<file path="src/rtl/rr_arbiter.sv">
// rr_arbiter: round-robin arbiter in front of the mux stage.
//
// Arbitrates N = 2**SELECT_SIZE valid/ready requesters onto one valid/ready
// output channel and drives the mux select (`port`). While a transfer is
// backpressured, the grant stays locked so the select holds still. Priority
// rotates to the index after the granted one on every accepted transfer.
// Outputs are combinational from the state and the inputs, so a request
// appears on out_valid in the same cycle it is raised.
//
// Optional feature (macro RR_ARB_BURST_EN): adds the req_last/out_last ports.
// A grant then covers a whole burst. The lock is taken on the first beat and
// is released only by a handshake on a beat with last set.
//
// Ports:
//   clk        system clock; all state updates on the rising edge
//   rst        synchronous, active-high reset
//   req_valid  [N] per-requester valid
//   req_ready  [N] per-requester ready; at most one bit set
//   out_valid  output channel valid
//   out_ready  downstream ready
//   port       [SELECT_SIZE] index of the granted requester (mux select)
//   grant      [N] one-hot of port, qualified by out_valid
//   req_last   [N] per-requester last-beat flag (RR_ARB_BURST_EN only)
//   out_last   last flag of the granted requester (RR_ARB_BURST_EN only)

module rr_arbiter #(
  parameter int unsigned SELECT_SIZE = 2,
  localparam int unsigned N = 2 ** SELECT_SIZE
) (
  input  logic                   clk,
  input  logic                   rst,
  input  logic [N-1:0]           req_valid,
  output logic [N-1:0]           req_ready,
  output logic                   out_valid,
  input  logic                   out_ready,
  output logic [SELECT_SIZE-1:0] port,
`ifdef RR_ARB_BURST_EN
  input  logic [N-1:0]           req_last,
  output logic                   out_last,
`endif
  output logic [N-1:0]           grant
);

  typedef enum logic {
    UNLOCKED = 1'b0,
    LOCKED   = 1'b1
  } state_t;

  state_t                 state;
  logic [SELECT_SIZE-1:0] ptr;
  logic [SELECT_SIZE-1:0] held_port;

  logic [2*N-1:0]         req_dbl;
  logic [N-1:0]           req_rot;
  logic [SELECT_SIZE-1:0] win_offset;
  logic [SELECT_SIZE-1:0] winner;
  logic                   any_req;

  logic [SELECT_SIZE-1:0] sel;
  logic                   valid;
  logic                   handshake;
  logic                   beat_last;

  // Rotate requests so that index ptr lands at bit 0; the lowest set bit of
  // the rotated vector is then the round-robin winner relative to ptr.
  always_comb begin
    req_dbl    = {req_valid, req_valid};
    req_rot    = N'(req_dbl >> ptr);
    any_req    = |req_rot;
    win_offset = '0;
    for (int i = N - 1; i >= 0; i--) begin
      if (req_rot[i]) begin
        win_offset = SELECT_SIZE'(i);
      end
    end
    // Offset addition wraps modulo N because N is a power of two.
    winner = any_req ? (ptr + win_offset) : '0;
  end

  // Select and channel outputs; reset forces everything idle.
  always_comb begin
    sel   = '0;
    valid = 1'b0;
    if (!rst) begin
      if (state == LOCKED) begin
        sel   = held_port;
        valid = req_valid[held_port];
      end else begin
        sel   = winner;
        valid = any_req;
      end
    end

    handshake = valid & out_ready;
    port      = sel;
    out_valid = valid;
    grant     = valid ? (N'(1) << sel) : '0;
    req_ready = handshake ? (N'(1) << sel) : '0;

`ifdef RR_ARB_BURST_EN
    beat_last = req_last[sel];
    out_last  = valid & req_last[sel];
`else
    // Without bursts every accepted beat closes the grant.
    beat_last = 1'b1;
`endif
  end

  // Lock / priority state.
  always_ff @(posedge clk) begin
    if (rst) begin
      state     <= UNLOCKED;
      ptr       <= '0;
      held_port <= '0;
    end else begin
      case (state)
        UNLOCKED: begin
          if (valid) begin
            if (handshake && beat_last) begin
              ptr <= sel + SELECT_SIZE'(1);
            end else begin
              // Backpressured, or first beat of an unfinished burst.
              state     <= LOCKED;
              held_port <= sel;
            end
          end
        end
        LOCKED: begin
          if (handshake && beat_last) begin
            ptr   <= sel + SELECT_SIZE'(1);
            state <= UNLOCKED;
          end
`ifndef RR_ARB_BURST_EN
          // Requester withdrew valid while holding the grant: drop the lock
          // and keep priority where it was.
          else if (!valid) begin
            state <= UNLOCKED;
          end
`endif
        end
        default: state <= UNLOCKED;
      endcase
    end
  end

endmodule

</file>
<file path="config.mk">
export PLATFORM = sky130hd
export DESIGN_NAME = rr_arbiter
export DESIGN_NICKNAME = d
export VERILOG_FILES = /design/src/rtl/rr_arbiter.sv
export SDC_FILE = /design/constraint.sdc
export NUM_CORES = 1
export LEC_CHECK = 0
export BUFFER_PORTS_ARGS = -buffer_cell sky130_fd_sc_hd__buf_2
export CORE_AREA = 10 10 47 49
export DETAILED_ROUTE_END_ITERATION = 8
export DIE_AREA = 0 0 57 59
export GPL_TIMING_DRIVEN = 0
export PLACE_DENSITY = 0.65
export SLEW_MARGIN = 20
export SYNTH_ARGS = -nofsm -noshare
export SYNTH_HDL_FRONTEND = slang
export SYNTH_SLANG_ARGS = --single-unit
</file>
<file path="constraint.sdc">
create_clock -name clk -period 2.95 [get_ports clk]
set_input_delay 0.4425 -clock clk [delete_from_list [all_inputs] [get_ports clk]]
set_output_delay 0.4425 -clock clk [all_outputs]
set_load 0.01 [all_outputs]
</file>
* Word level (Yosys, flattened, before mapping) *
Index checks and enable logic that the tools add are counted.

cells by class
  multiplexer cells = 21
  equal/unequal tests = 1
  add/sub/neg operators = 2
  reduce and logical (&&, ||, !) cells = 2
  $lt $le $gt $ge = 1
  bitwise logic cells = 3
  shift-type cells = 2

operators with widths
  cell                                                                   count
  2-bit two-way mux                                                      9
  4-bit two-way mux                                                      2
  8-bit by 2-bit right shift with 4-bit output                           1
  1-bit two-way mux                                                      7
  2-bit one-hot mux with 2 select lines                                  1
  4-bit OR reduction                                                     1
  1-bit by 2-bit << shifter with 4-bit output (first input constant)     1
  2-bit by 3-bit < comparator with 1-bit output (second input constant)  1
  3-bit AND reduction                                                    1
  2-bit by 1-bit adder with 2-bit output (second input constant)         1
  2-bit adder                                                            1
  1-bit binary-select mux with 2-bit select                              1
  2-bit != test (second input constant)                                  1
  1-bit NOT                                                              2
  1-bit one-hot mux with 2 select lines                                  1
  1-bit bitwise AND                                                      1

word-level totals
  flip-flop bits (word level) = 5

* Longest topological paths before layout *
  word-level depth = 13
  depth in mapped cells = 11
  gate-level depth less buffers = 10

* Worst setup path after synthesis *
No wires, ideal clock.

  path kind = in2out
  from = input req_valid[0]
  to = output req_ready[3]
  setup slack = 0.063 ns
  stages on the path = 9
  data required time = 2.508 ns
  arrival = 2.444 ns
  cells stage by stage = buf_2 > nor2_1 > a221oi_1 > o21ai_0 > ha_1 > mux2i_1 > a211oi_1 > nand3_1 > nor4_1

on the way
  cells in the longest elaborated chain, start to end = 11
  elaborated cells on any way between the ends = 17

RTL lines
  item                                              RTL line  RTL
  start, declared                                   32        input logic [N-1:0] req_valid,
  8-bit by 2-bit right shift with 4-bit output (*)  68        req_rot = N'(req_dbl >> ptr);
  2-bit two-way mux (4 in series)                   72        if (req_rot[i]) begin
  2-bit adder                                       77        winner = any_req ? (ptr + win_offset) : '0;
  2-bit two-way mux (*)                             77
  2-bit two-way mux (*)                             85        if (state == LOCKED) begin
  2-bit two-way mux (*)                             84        if (!rst) begin
  net port[0]                                       36        output logic [SELECT_SIZE-1:0] port,
  1-bit by 2-bit << shifter with 4-bit output (*)   98        req_ready = handshake ? (N'(1) << sel) : '0;
  4-bit two-way mux (*)                             98
  end, declared                                     33        output logic [N-1:0] req_ready,

The timed path passes the listed nets; every way through them passes the cells marked *. The select of a mux whose other input is x is not followed.

* Worst setup path after layout *
  from = register ptr[0]
  to = output grant[1]

on the way
  cells in the longest elaborated chain, start to end = 11
  elaborated cells on any way between the ends = 14

RTL lines
  item                                          RTL line  RTL
  start, declared                               50        logic [SELECT_SIZE-1:0] ptr;
  start signal, assigned                        120       ptr <= sel + SELECT_SIZE'(1);
  start signal, assigned                        130       ptr <= sel + SELECT_SIZE'(1);
  8-bit by 2-bit right shift with 4-bit output  68
  2-bit two-way mux (4 in series)               72
  2-bit adder                                   77
  2-bit two-way mux                             77
  2-bit two-way mux                             85
  2-bit two-way mux                             84
  1-bit by 2-bit << shifter with 4-bit output   97        grant = valid ? (N'(1) << sel) : '0;
  4-bit two-way mux (*)                         97
  end, declared                                 41        output logic [N-1:0] grant

Every way passes the cells marked *; elsewhere a longest branch is shown, timed or not.

==> run_results.csv <==
group,metric,value,unit
floorplanning,rows,14,
final_layout,fillerInstances,140,
floorplanning,core,1400,sq um
critical_path,critical_path_buf_inv_count,1,
yosys,synth_top_area_frac,0.177,
clocking,clk_latency,0.25,ns
yosys,seq_area_frac_synth,0.177,
critical_path,critical_path.top_delay_family,"compound AO/OA/AOI/OAI gates",
clocking,cts.sinks,5,
critical_path,worstPathRequired,2.51,ns
sta,fin_crit,2.83,ns
placed_design,place_hpwl,1190,um
critical_path,critPathLaunchType,"register",
critical_path,path_cells,"nor2b_4 > a221oi_2 > o21ai_2 > ha_4 > o21ba_4 > a221oi_4 > or3_1 > ha_2 > and3_1 > buf_2",
sta,hold_ws,0.430,ns
placed_design,place_area,659,sq um
sta,slew_viol_final,0,
sta,max_freq,354,MHz
drt,drtPass1Iterations,4,
floorplanning,start_util,0.403,
drt,first_iter_violations,15,
drt,vias_per_cell,5.86,
floorplanning,fp.dieH,59,um
drt,wirelength,1670,um
critical_path,critPathSlowestCell,"or3_1",
yosys,synth_area,564,sq um
yosys,synthArstFlopShare,0,
yosys,synth_seq_cells,5,
yosys,synthAdderAreaFrac,0.0665,
critical_path,r2r_start,"ptr[0]",
floorplanning,ios,18,
drt,ant_nets,0,
sta,slew_headroom,0.586,
grt,grt_pass1_wl,2800,um
sta,setup_violations,0,
yosys,yosys.area.top_type,"dfxtp_1",
clocking,root_buffer,"clkbuf_4",
grt,grt_max_degree,11,
final_layout,drive_gt1_frac,0.474,
sta,tightest_slew,0.616,ns
yosys,synth_cell_types,34,
final_layout,syn_to_final_growth,46.1,%
critical_path,cp-end-kind,"output pin",
placed_design,numPortBuffers,15,
placed_design,place.gp.congestion,0.846,
power_and_ir_drop,p_per_area,388,nW/um^2
yosys,syn_inst,70,
final_layout,finalNetCount,106,
yosys,synth_xor_area_frac,0,
yosys,synth_nets,80,
grt,grt_usage,0.0992,
final_layout,antennaDiodeCount,0,
yosys,synthFlopType,"dfxtp_1",
clocking,cts_tree,"built",
yosys,synth-simple-area-share,0.275,
final_layout,finalInstanceArea,825,sq um
grt,antenna_found_initial,0,
clocking,hold_buffers,0,
floorplanning,die_area,3360,sq um
grt,grt_pass1_vias,658,
worst_hold_path,min_from,"out_ready",
critical_path,cp-startpoint,"ptr[0]",
yosys,synth_compound_area_frac,0.297,
yosys,post_synth_main_area_contributors,"dfxtp_1 18%, mux2i_1 7.1%, ha_1 6.7%, and3_1 5.5%, a211oi_1 4.0%",
yosys,synthMuxAreaShare,0.118,
grt,gr-total-overflow,0,
critical_path,critical_path_arrival,2.38,ns
drt,vias,651,
job,maxCapViolCount,0,
critical_path,max_stage_delay,0.38,ns
clocking,htree_levels,1,
yosys,yosysWarningCount,0,
sta,rsz0062_at_grt,"no",
clocking,clkTransAtPathRegs,0.05,ns
sta,skew,0.00432,ns
yosys,ys_top_cells_by_count,"5 x and3_1, 5 x dfxtp_1, 5 x nor2_1",
critical_path,worstPathMaxFanout,6,
floorplanning,die_w,57,um
power_and_ir_drop,peakVddDrop,0.295,mV
critical_path,critPathKind,"register to output pin",
sta,hold_viol,0,
outcome,status,"complete, no violations",
worst_hold_path,hp-class,"input pin to register",
yosys,avgSynthCellArea,8.06,sq um
power_and_ir_drop,p_leak,0.354,nW
yosys,synth_edf_count,0,
power_and_ir_drop,total_power,0.320,mW
sta,period_share,0.958,
critical_path,rrSetupSlack,0.64,ns
yosys,synth_top_family_by_area,"compound AO/OA/AOI/OAI gates",
clocking,numCtsBuffers,3,
drt,drcViolationCount,0,
drt,post_drt_wl_per_cell,15.1,um
clocking,cts_buffer_depth,2,
[metal layers]
metal	share of wire	track usage	wire, um
met1	0.41	0.105	690
met2	0.50	0.169	843
met3	0.078	0.0494	130
met4	0.0060	0.0302	10
met5	0	0	0
[kinds of logic (layout without fill, tap and decap cells)]
logic type / count (synthesis) / in the layout
AO/OA/AOI/OAI: 21 / 21
adder cells (fa/ha/maj): 3 / 3
buffers and inverters: 7 / 32
flip-flops: 5 / 5
multiplexers: 6 / 6
AND/OR/NAND/NOR: 28 / 28
[sequential cells by signal, indices dropped and copies added (netlist names)]
| name | count |
|---|---|
| state | 1 |
| held_port | 2 |
| ptr | 2 |
[cell type report]
cell class / instances / area (sq um) / share of cell area
inverters: 2 / 7.51 / 0.00910
clock buffers: 4 / 26.3 / 0.0319
flip-flops and latches: 5 / 104 / 0.126
well taps: 16 / 20.0 / 0.0243
multi-input cells: 58 / 514 / 0.624
repair buffers: 22 / 134 / 0.162
plain buffers: 4 / 18.8 / 0.0228
[layout by cell type (no fill, tap or decap), types with 2 or more instances in the layout]
cell type	Yosys	routed
o21a_1	2	2
inv_1	2	2
and3_1	5	5
nor2_1	5	5
nand2_1	4	4
a211oi_1	3	2
and2_1	2	2
nor2b_1	3	2
clkbuf_4	0	4
a21oi_1	3	2
buf_4	0	6
ha_2	0	2
nor4_1	3	2
clkbuf_1	1	2
nor4_2	1	2
a311oi_1	2	2
buf_2	2	16
dfxtp_1	5	4
nor3_1	2	2
mux2i_1	4	3
[path summary, 6_finish.rpt]
path	end	depth (start not counted)
worst min register to register	held_port[1]	2
worst max register to register	ptr[1]	9
worst min-delay path	state	2
worst max-delay path	grant[1]	10
[timing repair]
action | in CTS | in global routing
setup endpoints to repair | 6 | 6
hold endpoints to repair | 0 | 0
cloned | 0 | 0
resized for setup | 11 | 15
pin swaps | 6 | 6
buffers inserted | 4 | 3
[metrics by stage]
step	instances	setup slack (ns)	util	setup TNS, ns
4_1_cts	109	-0.00524	0.541	-0.00973
6_report	111	0.123	0.588	0
3_3_place_gp	101	-0.0765	0.471	-0.205
2_1_floorplan	70	0.0633	-	0
5_1_grt	111	0.000186	0.588	0
3_5_place_dp	101	-0.150	0.471	-0.607
[power breakdown]
group	internal (mW)	switching (mW)	total [mW]	leakage, nW
clock network	0.0512	0.0292	0.0804	0.0150
logic	0.0780	0.0773	0.155	0.297
registers	0.0741	0.0102	0.0843	0.0419
No activity file was read; power rests on OpenSTA's default activity.
